===== src/rtl/acc_alu_pkg.sv =====
`default_nettype none
// ============================================================================
//  Module      : acc_alu_pkg
//  Description : Shared opcode and state encodings for the accumulator ALU.
//                OPC_* localparams fix the 3-bit opcode encodings, and the
//                enums are built on them so that the control unit and the ALU
//                agree on one table.
//  Revision    : 1.0 - initial release
// ============================================================================
package acc_alu_pkg;

  // Opcode encodings as seen on the op port
  localparam logic [2:0] OPC_ADD = 3'd0;
  localparam logic [2:0] OPC_ADC = 3'd1;
  localparam logic [2:0] OPC_SUB = 3'd2;
  localparam logic [2:0] OPC_AND = 3'd3;
  localparam logic [2:0] OPC_XOR = 3'd4;
  localparam logic [2:0] OPC_SHL = 3'd5;
  localparam logic [2:0] OPC_SHR = 3'd6;
  localparam logic [2:0] OPC_MUL = 3'd7;

  typedef enum logic [2:0] {
    OP_ADD = OPC_ADD,
    OP_ADC = OPC_ADC,
    OP_SUB = OPC_SUB,
    OP_AND = OPC_AND,
    OP_XOR = OPC_XOR,
    OP_SHL = OPC_SHL,
    OP_SHR = OPC_SHR,
    OP_MUL = OPC_MUL
  } alu_op_t;

  typedef enum logic [1:0] {
    ST_IDLE = 2'd0,
    ST_MUL  = 2'd1,
    ST_DONE = 2'd2
  } alu_state_t;

endpackage : acc_alu_pkg
`default_nettype wire


===== src/rtl/acc_alu_shift_add_mul.sv =====
`default_nettype none
// ============================================================================
//  Module      : shift_add_mul
//  Description : Iterative W x W unsigned multiplier, one shift-add step per
//                clock, LSB of the multiplier first. A go pulse latches the
//                operands and clears the product; W clocks later the step
//                flagged by last completes the product.
//  Ports       : clk, reset (sync, active-high)
//                go      - latch a/b, clear product, begin iterating
//                a, b    - W-bit operands (sampled on go)
//                last    - high during the final iteration
//                product - 2W-bit product including the current step; it is
//                          the complete result while last is high
//  Revision    : 1.0 - initial release
// ============================================================================
module shift_add_mul
  import acc_alu_pkg::*;
#(
  parameter int W = 8
) (
  input  logic             clk,
  input  logic             reset,
  input  logic             go,
  input  logic [W-1:0]     a,
  input  logic [W-1:0]     b,
  output logic             last,
  output logic [2*W-1:0]   product
);

  localparam int CW = $clog2(W);

  logic            run_q;
  logic [CW-1:0]   cnt_q;
  logic [2*W-1:0]  mcand_q;
  logic [W-1:0]    mplier_q;
  logic [2*W-1:0]  prod_q;
  logic [2*W-1:0]  prod_d;

  // Current step's partial product is folded in combinationally so the
  // caller can capture the finished result on the same edge that ends it.
  always_comb begin
    prod_d = prod_q;
    if (mplier_q[0]) begin
      prod_d = prod_q + mcand_q;
    end
  end

  assign product = prod_d;
  assign last    = run_q && (cnt_q == CW'(W - 1));

  always_ff @(posedge clk) begin
    if (reset) begin
      run_q    <= 1'b0;
      cnt_q    <= '0;
      mcand_q  <= '0;
      mplier_q <= '0;
      prod_q   <= '0;
    end else if (go) begin
      run_q    <= 1'b1;
      cnt_q    <= '0;
      mcand_q  <= {{W{1'b0}}, a};
      mplier_q <= b;
      prod_q   <= '0;
    end else if (run_q) begin
      prod_q   <= prod_d;
      mcand_q  <= mcand_q << 1;
      mplier_q <= mplier_q >> 1;
      if (last) begin
        run_q <= 1'b0;
        cnt_q <= '0;
      end else begin
        cnt_q <= cnt_q + 1'b1;
      end
    end
  end

endmodule : shift_add_mul
`default_nettype wire


===== src/rtl/acc_alu.sv =====
`default_nettype none
// ============================================================================
//  Module      : acc_alu
//  Description : Sequential accumulator ALU. Single-cycle ADD/ADC/SUB/AND/
//                XOR/SHL/SHR operate on the operands present with start; the
//                result, carry and zero flags are registered on entry to DONE
//                and held until the next operation completes.
//                Optional macro ACC_ALU_MUL_EN adds a W-cycle shift-add MUL
//                (op 7). Without it op 7 completes in one cycle with no write
//                and leaves data/carry/zero untouched.
//  Ports       : clk, reset (sync, active-high)
//                start/op/dest/acc_in/reg_in - request from control unit
//                busy, done                  - handshake back to control
//                write_enabled, reg_write_number, reg_write_data
//                                            - register-file write port
//                carry, zero                 - status flags
//  Revision    : 1.0 - initial release
// ============================================================================
module acc_alu
  import acc_alu_pkg::*;
#(
  parameter int W = 8,
  parameter int D = 4
) (
  input  logic          clk,
  input  logic          reset,
  input  logic          start,
  input  logic [2:0]    op,
  input  logic [D-1:0]  dest,
  input  logic [W-1:0]  acc_in,
  input  logic [W-1:0]  reg_in,
  output logic          busy,
  output logic          done,
  output logic          write_enabled,
  output logic [D-1:0]  reg_write_number,
  output logic [W-1:0]  reg_write_data,
  output logic          carry,
  output logic          zero
);

  localparam int SW = $clog2(W);

  alu_state_t      state_q;
  logic            busy_q;
  logic            done_q;
  logic            we_q;
  logic [D-1:0]    num_q;
  logic [W-1:0]    data_q;
  logic            carry_q;
  logic            zero_q;

  // --------------------------------------------------------------------------
  // Single-cycle datapath
  // --------------------------------------------------------------------------
  logic [SW-1:0]   w_shamt;
  logic [W:0]      w_add;
  logic [W:0]      w_sub;
  logic [W:0]      w_shl;
  logic [W:0]      w_shr;
  logic [W-1:0]    w_res;
  logic            w_cout;

  assign w_shamt = reg_in[SW-1:0];

  // ADC shares the adder with ADD; the carry-in is gated by the opcode.
  assign w_add = {1'b0, acc_in} + {1'b0, reg_in}
               + {{W{1'b0}}, (op == OPC_ADC) & carry_q};
  // Bit W of the widened difference is set exactly when acc_in < reg_in.
  assign w_sub = {1'b0, acc_in} - {1'b0, reg_in};
  // One guard bit on each shift catches the last bit shifted out.
  assign w_shl = {1'b0, acc_in} << w_shamt;
  assign w_shr = {acc_in, 1'b0} >> w_shamt;

  always_comb begin
    w_res  = acc_in;
    w_cout = carry_q;
    case (alu_op_t'(op))
      OP_ADD, OP_ADC: begin
        w_res  = w_add[W-1:0];
        w_cout = w_add[W];
      end
      OP_SUB: begin
        w_res  = w_sub[W-1:0];
        w_cout = w_sub[W];
      end
      OP_AND: w_res = acc_in & reg_in;
      OP_XOR: w_res = acc_in ^ reg_in;
      OP_SHL: begin
        w_res = w_shl[W-1:0];
        if (w_shamt != '0) begin
          w_cout = w_shl[W];
        end
      end
      OP_SHR: begin
        w_res = w_shr[W:1];
        if (w_shamt != '0) begin
          w_cout = w_shr[0];
        end
      end
      default: begin
        w_res  = acc_in;
        w_cout = carry_q;
      end
    endcase
  end

`ifdef ACC_ALU_MUL_EN
  // --------------------------------------------------------------------------
  // Multi-cycle multiplier
  // --------------------------------------------------------------------------
  logic            w_mul_go;
  logic            w_mul_last;
  logic [2*W-1:0]  w_mul_prod;

  assign w_mul_go = (state_q == ST_IDLE) && start && (op == OPC_MUL);

  shift_add_mul #(
    .W (W)
  ) u_mul (
    .clk     (clk),
    .reset   (reset),
    .go      (w_mul_go),
    .a       (acc_in),
    .b       (reg_in),
    .last    (w_mul_last),
    .product (w_mul_prod)
  );
`endif

  // --------------------------------------------------------------------------
  // Control FSM with registered outputs
  // --------------------------------------------------------------------------
  always_ff @(posedge clk) begin
    if (reset) begin
      state_q <= ST_IDLE;
      busy_q  <= 1'b0;
      done_q  <= 1'b0;
      we_q    <= 1'b0;
      num_q   <= '0;
      data_q  <= '0;
      carry_q <= 1'b0;
      zero_q  <= 1'b0;
    end else begin
      case (state_q)
        ST_IDLE: begin
          done_q <= 1'b0;
          we_q   <= 1'b0;
          if (start) begin
            busy_q <= 1'b1;
            num_q  <= dest;
            if (op == OPC_MUL) begin
`ifdef ACC_ALU_MUL_EN
              state_q <= ST_MUL;
`else
              // Unimplemented op: complete immediately without a write and
              // without disturbing the held result or flags.
              state_q <= ST_DONE;
              done_q  <= 1'b1;
              we_q    <= 1'b0;
`endif
            end else begin
              state_q <= ST_DONE;
              done_q  <= 1'b1;
              we_q    <= 1'b1;
              data_q  <= w_res;
              carry_q <= w_cout;
              zero_q  <= (w_res == '0);
            end
          end
        end
`ifdef ACC_ALU_MUL_EN
        ST_MUL: begin
          if (w_mul_last) begin
            state_q <= ST_DONE;
            done_q  <= 1'b1;
            we_q    <= 1'b1;
            data_q  <= w_mul_prod[W-1:0];
            carry_q <= |w_mul_prod[2*W-1:W];
            zero_q  <= (w_mul_prod[W-1:0] == '0);
          end
        end
`endif
        ST_DONE: begin
          // start is deliberately not looked at here
          state_q <= ST_IDLE;
          busy_q  <= 1'b0;
          done_q  <= 1'b0;
          we_q    <= 1'b0;
        end
        default: begin
          state_q <= ST_IDLE;
          busy_q  <= 1'b0;
          done_q  <= 1'b0;
          we_q    <= 1'b0;
        end
      endcase
    end
  end

  assign busy             = busy_q;
  assign done             = done_q;
  assign write_enabled    = we_q;
  assign reg_write_number = num_q;
  assign reg_write_data   = data_q;
  assign carry            = carry_q;
  assign zero             = zero_q;

endmodule : acc_alu
`default_nettype wire


===== config.mk =====
export PLATFORM = sky130hd
export DESIGN_NAME = acc_alu
export DESIGN_NICKNAME = d
export VERILOG_FILES = /design/src/rtl/acc_alu_pkg.sv /design/src/rtl/acc_alu_shift_add_mul.sv /design/src/rtl/acc_alu.sv
export SDC_FILE = /design/constraint.sdc
export NUM_CORES = 1
export LEC_CHECK = 0
export CORE_MARGIN = 2
export CORE_UTILIZATION = 45
export DETAILED_ROUTE_END_ITERATION = 12
export GPL_TIMING_DRIVEN = 1
export PLACE_DENSITY = 0.7
export SKIP_CTS_REPAIR_TIMING = 1
export SLEW_MARGIN = 0
export SYNTH_ARGS = -nofsm -noshare
export SYNTH_HDL_FRONTEND = slang
export SYNTH_SLANG_ARGS = --single-unit

===== constraint.sdc =====
create_clock -name clk -period 5.88 [get_ports clk]
set_input_delay 0.588 -clock clk [delete_from_list [all_inputs] [get_ports clk]]
set_output_delay 0.588 -clock clk [all_outputs]
set_load 0.02 [all_outputs]

# == Word-level counts from Yosys, hierarchy flattened ==
# Cells that the tools add are included.
# W data, S select, Z words.
# op_classes
n_addsub,3
n_mul,0
div_mod_pow,0
n_lt_le_gt_ge,0
eq_ne,9
shifts,2
muxes,6
bitwise_logic,6
n_reduce_logical,11
# ops
cell,n
$pmux W8 S6,1
$eq A3 B3 Y1 const B,4
$add A8 B8 Y9,1
$add A9 B1 Y9,1
$shl A8 B3 Y9,1
$shr A9 B3 Y9,1
$sub A8 B8 Y9,1
$and A8 B8 Y8,1
$logic_not A8 Y1,1
$xor A8 B8 Y8,1
$eq A3 B2 Y1 const B,2
$reduce_and A6 Y1,1
$mux W1,4
$ne A2 B2 Y1 const B,2
$pmux W1 S4,1
$reduce_bool A4 Y1,1
$reduce_or A2 Y1,2
$eq A3 B1 Y1 const B,1
$logic_not A3 Y1,1
$not A1 Y1,3
$reduce_and A3 Y1,1
$reduce_bool A3 Y1,1
$reduce_or A3 Y1,1
$logic_not A2 Y1,1
2 further kinds,2
# word_totals
register_bits,17
latch_bits,0
ramBits,0
rom_bits,0
in_bits,26
output_inout_bits,17
wordCells,44
mem_count,0

# == Logic depth before layout (Yosys ltp) ==
# Gate-level depths: netlist of the first run.
# depth
word_depth,5
mapped_depth,14
depth_no_buf,12

# == Worst setup path after synthesis of the first run ==
# OpenSTA, ideal clock, no wires.
# synth_timing
path_kind,in2reg
from,in op[1]
to,reg zero_q (netlist: zero)
setup_time_ns,0.116
arrival_time_ns,2.948
path_slack_ns,2.816
stages,14
path_buffers,2
path_cell_list,buf_2 -> buf_4 -> nor2_1 -> nand3_1 -> fa_1 -> fa_1 -> nor3_1 -> nor3_1 -> o21bai_1 -> a21oi_1 -> xnor2_1 -> o22a_1 -> o2111a_1 -> a31o_1
# synth_via
elab_chain_len,5
# synth_lines
item,line_no,rtl
from (decl),acc_alu.sv:28,"input logic [2:0] op,"
$eq A3 B1 Y1,"acc_alu.sv:67, acc_alu.sv:77",
$and A1 B1 Y1,acc_alu.sv:67,"+ {{W{1'b0}}, (op == OPC_ADC) & carry_q};"
$add A9 B1 Y9,acc_alu.sv:67,
$pmux W8 S6,acc_alu.sv:77,case (alu_op_t'(op))
$logic_not A8 Y1,acc_alu.sv:167,zero_q <= (w_res == '0);
to (signal assigned),acc_alu.sv:167,
to (decl),acc_alu.sv:50,logic zero_q;
# Parallel ways exist; a longest one is shown, timed or not.
# A chain may end at the register's enable or synchronous reset.

# == Worst setup path after layout of the first run ==
# Ends and elaborated chain as after synthesis.

==> results.md, run 1 <==
- Setup crit end kind: flip-flop
- Most frequent cells after synthesis: nor2_1 (30), a21oi_1 (18), inv_1 (18), nand2_1 (18)
- EDFF count, synth: 0
- Post-DP HPWL: 5020 µm
- Initial drt markers: 338
- Insertion delay to the later sink of the worst-skew pair: 0.25 ns
- FF+latch count, synth: 17
- I/O pin total: 43
- Rel. slew slack: 37.1%
- Lkg Pwr: 0.00105 µW
- Vias per inst: 6.10
- CTS buffer count: 3
- Status: finished, final reports clean
- Setup Skew: 0.00303 ns
- Clk buf depth: 2
- N_diodes: 0
- Cell variety after synth: 56
- Mapped cell area: 2220 µm²
- Total number of vias: 2289
- Final instance area: 2670 µm²
- Die ar.: 5500 µm²
- RePlAce Congestion: 0.997
- Placed instance count: 371
- GRT Util Overall: 24.0%
- Main combinational cell family by area after synthesis: compound AO/OA/AOI/OAI gates
- Sequential share of the synthesized area: 15.3%
- Mux contribution to synthesized area: 11.8%
- Die Span Y: 74.2 µm
- FMAX: 260 MHz
- Area leader, netlist: dfxtp_1
- Slew Limit Fails: 0
- Simple-Gate Fraction of Synth Area: 20.3%
- Synthesized net count: 325
- Power per cell area: 163 nW/µm²
- Post-Route WL: 6540 µm
- Number of global-route vias before repair: 2054
- Worst setup path category: input pin to flip-flop
- DRC Markers: 0
- Critical path arrival: 4.05 ns
- Area share of the largest cell type after synthesis: 15.3%
- Top cells by area, synth: dfxtp_1 (15%), ha_1 (9.6%), mux4_2 (8.1%), nor2_1 (5.1%), a21oi_1 (4.1%)
- Min Clock Period, post-route: 3.85 ns
- Total congestion overflow: 0
- WL/cell: 17.4 µm
- Placement Rows: 25
- Top_reg_cell synth: dfxtp_1
- Asr flop ratio synth: 0%
- CORE AREA: 4720 µm²
- CTS Root Buffer Type: clkbuf_8
- Max Cap Viol: 0
- Syn_area_per_cell: 7.95 µm²
- Post-synthesis xor/xnor area fraction: 5.14%
- Largest delay share family, worst path: simple AND/OR/NAND/NOR gates
- Layout area overhead: 20.3%
- FILL cells: 443
- First-pass DRT Iterations: 6
- Final TNS setup: 0 ns
- WP data required: 6.08 ns
- Reg clk slew, reported paths: 0.07 ns
- Setup Viol. Count Final: 0
- Most common cell in the netlist: nor2_1
- Mapped Cells: 279
- Unrepaired setup endpoints after global routing: false
- FF-to-FF setup slack: 3.01 ns
- First-pass GRT wire length: 10200 µm
- Crit path largest cell delay: 0.74 ns
- CTS tree: built
- Crit-path slowest cell: clkdlybuf4s50_1
- CP max FO: 17
- Number of nets in the layout: 355
- Compound-Gate Fraction of Synth Area: 26.3%
- Clk sinks: 17
- Syn. warnings: 0
- Worst vdd ir: 0.0840 mV
- Post-Synth Adder-Cell Area: 12.3%
- CP Cell Sequence: clkdlybuf4s50_1 > nor2_1 > nand3_1 > fa_1 > fa_1 > nor2_1 > a21oi_1 > o22ai_1 > nor3_1 > nand4_1 > a21oi_1 > o2111a_1 > a31o_1
- Slew at the pin with the worst max-slew slack: 0.943 ns
- Initial antenna violation count: 0
- H-tree lvl count: 1
- Share of cells above drive strength 1: 7.47%
- Finished Layout Cells: 375
- # port buffers: 42
- Final Hold Violating Endpoints: 0
- Largest net degree at the start of global routing: 25
- Starting Density: 46.9%
- Worst path bufs/invs: 1
- ANT nets after route: 0
- Tightest Hold Check Type: flip-flop to flip-flop
- Placed Area: 2620 µm²
- Die span in x: 74.2 µm
- Part of the cycle the worst path needs: 65.5%
- CP Launch Type: input pin
[power by group]
group | internal (µW) | total (µW) | switching (µW)
Combinational | 98.9 | 221 | 122
Sequential | 124 | 128 | 4.04
Clock | 47.0 | 86.7 | 39.7
Total | 270 | 435 | 165
[logic make-up (layout without fill, tap and decap cells)]
family | Yosys count | in the layout
fa+ha+maj | 20 | 20
flops | 17 | 17
mux | 16 | 16
compound gates | 84 | 84
simple gates | 89 | 89
xor+xnor | 13 | 13
buf+inv | 40 | 69
[path summary, 6_finish.rpt]
path                                                         end  cells past startpoint                              from
worst max-delay path                           zero$_SDFFE_PP0P_                     13                             op[1]
worst min register to register  reg_write_number[2]$_SDFFE_PP0P_                      2  reg_write_number[2]$_SDFFE_PP0P_
worst max register to register                 zero$_SDFFE_PP0P_                     11                carry$_SDFFE_PP0P_
worst min-delay path            reg_write_number[2]$_SDFFE_PP0P_                      2  reg_write_number[2]$_SDFFE_PP0P_
[cell type report]
type,instances,area [µm²],area share [%]
tap,67,83.8,3.14
clock inverter,1,5.00,0.188
sequential,17,340,12.8
inverter,21,78.8,2.96
clock buffer,3,41.3,1.55
multi-input combinational,222,1680,63.1
timing repair buffer,44,435,16.3
[metrics by stage]
stage / util, % / total power, µW / setup slack, ns / hold slack (ns)
after floorplan: - / 277 / 2.82 / 0.535
after global placement: 55.5 / 346 / 1.83 / 0.442
after detailed placement: 55.5 / 347 / 1.82 / 0.446
after CTS: 56.5 / 434 / 2.08 / 0.456
after global routing: 56.5 / 459 / 1.84 / 0.487
final: 56.5 / 435 / 2.03 / 0.454
[routing by layer]
metal  wire, µm  part of all wire, %  GRT usage, %  vias to the layer above
li1           -                    -             -                     1082
met1       2890                   44          33.8                     1054
met2       2950                   45          37.4                      133
met3        549                  8.4          4.88                       20
met4        153                  2.3          6.46                        0
met5          0                    0             0                        -
[tightest hold or removal path, stage by stage (launching register included)]
cell	delay [ns]
dfxtp_1	0.31
nand2_1	0.05
a21oi_1	0.05
[sequential cells by signal, indices dropped and copies added (netlist names)]
signal and count:
reg_write_number 4, done 1, carry 1, zero 1, reg_write_data 8, state_q 1
write_enabled 1
[cell usage in the layout (no fill, tap or decap), types with 2 or more instances in the layout]
master / instances
nor3b_1: 2
or2_2: 3
a31oi_1: 3
nand3_1: 5
xnor2_1: 8
nor3_1: 10
nand2b_1: 5
a211oi_1: 9
xor2_1: 5
dfxtp_1: 17
o211ai_1: 2
nor2b_1: 6
clkbuf_8: 3
ha_1: 17
a21oi_1: 18
mux4_2: 8
o22ai_1: 8
nor2_1: 30
a31o_1: 2
nand3b_1: 3
clkdlybuf4s50_1: 42
nand2_1: 18
o21bai_1: 4
a311oi_1: 2
mux2i_1: 7
a21o_1: 5
o21ai_0: 9
o22a_1: 2
buf_4: 2
inv_1: 18
fa_1: 3
clkinv_1: 2
o221ai_1: 4
o32ai_1: 4
Note: power is estimated with default switching activity, not from simulation.
==> run 2: changes to the inputs <==
clock period = 3.9 ns   (was 5.88 ns; I/O delays follow)
==> run 2 against run 1 <==
Against the previous run: hold slack worse by 0.0025 ns; critical path depth down 1; final area rose by 2.3%; worst setup slack got worse by 1.2 ns; via count down 2.6%; die area stayed put; utilization grew 1.3 points; sequential share of layout area down 0.28 points; wire length decreased by 2.1%; power grew 50%; register-to-register slack lost 1.7 ns; largest power group unchanged; highest routed layer unchanged.
==> results.md, run 2 (synthesis results as in run 1) <==
- H-tree lvl count: 1 (unchanged)
- CP Capture Point: zero$_SDFFE_PP0P_
- CTS buffer count: 3 (unchanged)
- CORE AREA: 4720 µm² (unchanged)
- Vias per inst: 5.82 (-4.7%)
- NetSw: 241 µW (+46%)
- Final Util: 57.7% (+1.3 points)
- Layout area overhead: 23.0%
- Max reg flops: 8 (unchanged)
- ANT nets after route: 0 (unchanged)
- Max layer used: met4
- Status: finished, final reports clean
- GRT Util Overall: 24.5% (+0.54 points)
- Crit-path slowest cell: clkdlybuf4s50_1
- First-pass DRT Iterations: 4 (-2)
- Met3 routed WL: 521 µm (-5.1%)
- Rel. slew slack: 56.6% (+19 points)
- Lkg Pwr: 0.00109 µW (+3.7%)
- Unrepaired setup endpoints after global routing: false
- Critical path arrival: 3.28 ns (-0.77 ns)
- Setup Skew: 0.00172 ns (-0.00131 ns)
- Starting Density: 46.9% (unchanged)
- Placement Rows: 25 (unchanged)
- Die span in x: 74.2 µm (unchanged)
- Reg2reg end: zero$_SDFFE_PP0P_
- Min Clock Period, post-route: 3.09 ns
- WHS Path Cells: 2 (unchanged)
- First-pass GRT wire length: 10500 µm (+3.0%)
- CP Launch Type: input pin
- Commonest non-fill, non-tap cells in the layout: clkdlybuf4s50_1 (42), nor2_1 (30), inv_1 (18), nand2_1 (18), a21oi_1 (18)
- Post-Route WL: 6400 µm (-2.1%)
- WL/cell: 16.7 µm (-4.2%)
- Die Span Y: 74.2 µm (unchanged)
- Slew at the pin with the worst max-slew slack: 0.649 ns (-0.294 ns)
- Clk sinks: 17 (unchanged)
- WP data required: 4.09 ns (-1.99 ns)
- Combinational share of power: 51.5% (+0.8 points)
- Total congestion overflow: 0 (unchanged)
- Power per cell area: 240 nW/µm² (+47%)
- Final Hold Violating Endpoints: 0 (unchanged)
- Reg power frac: 29.5% (about the same)
- CP dominant cell by count: fa_1
- Reg clk slew, reported paths: 0.06 ns (about the same)
- Post-DP HPWL: 5030 µm (+0.15%)
- # port buffers: 42 (unchanged)
- P_int: 412 µW (+53%)
- Number of global-route vias before repair: 2074 (+0.97%)
- CTS Root Buffer Type: clkbuf_8
- FF-to-FF setup slack: 1.26 ns (-1.75 ns)
- CP Cell Sequence: clkdlybuf4s50_1 > inv_1 > fa_1 > fa_1 > xor2_1 > nand2_1 > o41ai_1 > nor4_4 > nand4_1 > a21oi_1 > o2111a_1 > a31o_1
- Critical path startpoint: acc_in[0]
- Critical path depth: 12 (-1)
- Clk buf depth: 2 (unchanged)
- Worst path bufs/invs: 2 (+1)
- Most common library cell in the layout ignoring fill and taps: clkdlybuf4s50_1
- Part of the cycle the worst path needs: 79.1%
- Final TNS setup: 0 ns (unchanged)
- Setup crit end kind: flip-flop
- Reg2reg start: carry$_SDFFE_PP0P_
- Tightest Hold Check Type: flip-flop to flip-flop
- Switching Fraction: 36.9% (-1.1 points)
- Crit path largest cell delay: 0.59 ns (-0.15 ns)
- Max Cap Viol: 0 (unchanged)
- I/O pin total: 43 (unchanged)
- Insertion delay to the later sink of the worst-skew pair: 0.24 ns (about the same)
- Initial antenna violation count: 0 (unchanged)
- DRC Markers: 0 (unchanged)
- Total number of vias: 2229 (-2.6%)
- Die ar.: 5500 µm² (unchanged)
- Largest net degree at the start of global routing: 24 (-4.0%)
- RePlAce Congestion: 0.981 (-1.6%)
- N_diodes: 0 (unchanged)
- Slew Limit Fails: 0 (unchanged)
- Hold_ws: 0.452 ns (-0.00254 ns)
- Initial drt markers: 249 (-26%)
- FMAX: 324 MHz
- WL met1: 2850 µm (-1.2%)
- Number of nets in the layout: 363 (+2.3%)
- Worst vdd ir: 0.145 mV (+73%)
- Largest delay share family, worst path: adder cells
- Share of cells above drive strength 1: 9.81% (+2.3 points)
- Met2 WL: 2890 µm (-2.1%)
- CP max FO: 6 (-11)
- Clock Power Share: 19.0% (-0.9 points)
- Setup Viol. Count Final: 0 (unchanged)
- Worst setup path category: input pin to flip-flop
- CTS tree: built
- Worst Reg-to-Reg Cells: 11 (unchanged)
run 2: power by group through the flow:
stage               clock, µW  sequential, µW  combinational [µW]
floorplan                   0             212                 206
global placement            0             196                 333
detailed placement          0             197                 331
CTS                       128             193                 333
global route              138             194                 368
finish                    124             193                 336
run 2: worst min-delay path by stage:
stage / slack, ns / endpoint / start
global route: 0.48 / reg_write_number[3]$_SDFFE_PP0P_ / reg_write_number[3]$_SDFFE_PP0P_
finish: 0.45 / reg_write_number[3]$_SDFFE_PP0P_ / reg_write_number[3]$_SDFFE_PP0P_
detailed placement: 0.45 / reg_write_number[0]$_SDFFE_PP0P_ / reg_write_number[0]$_SDFFE_PP0P_
CTS: 0.46 / reg_write_number[0]$_SDFFE_PP0P_ / reg_write_number[0]$_SDFFE_PP0P_
floorplan: 0.53 / reg_write_number[0]$_SDFFE_PP0P_ / dest[0]
global placement: 0.44 / reg_write_number[2]$_SDFFE_PP0P_ / reg_write_number[2]$_SDFFE_PP0P_
run 2: metrics by stage:
| stage | power (µW) | setup WS, ns | cells | cell area [µm²] |
|---|---|---|---|---|
| global placement | 529 | 0.538 | 379 | 2680 |
| CTS | 654 | 0.844 | 383 | 2730 |
| detailed placement | 528 | 0.590 | 379 | 2680 |
| floorplan | 418 | 1.03 | 279 | 2220 |
| finish | 653 | 0.814 | 383 | 2730 |
| global route | 700 | 0.692 | 383 | 2730 |
run 2: metal layers:
| metal | GRT usage [%] | vias up |
|---|---|---|
| met5 | 0 | - |
| met4 | 3.64 | 0 |
| met3 | 4.61 | 8 |
| met2 | 37.9 | 96 |
| met1 | 36.3 | 1030 |
| li1 | - | 1095 |
run 2: layout make-up:
class,instances,area [µm²]
clock inverter,1,5.00
tap,67,83.8
multi-input combinational,222,1680
clock buffer,3,41.3
sequential,17,340
inverter,21,78.8
timing repair buffer,52,495
fill,451,2000
run 2: worst min-delay path: stages (launching register included):
cell	delay, ns
dfxtp_1	0.31
nand2_1	0.05
a21oi_1	0.05
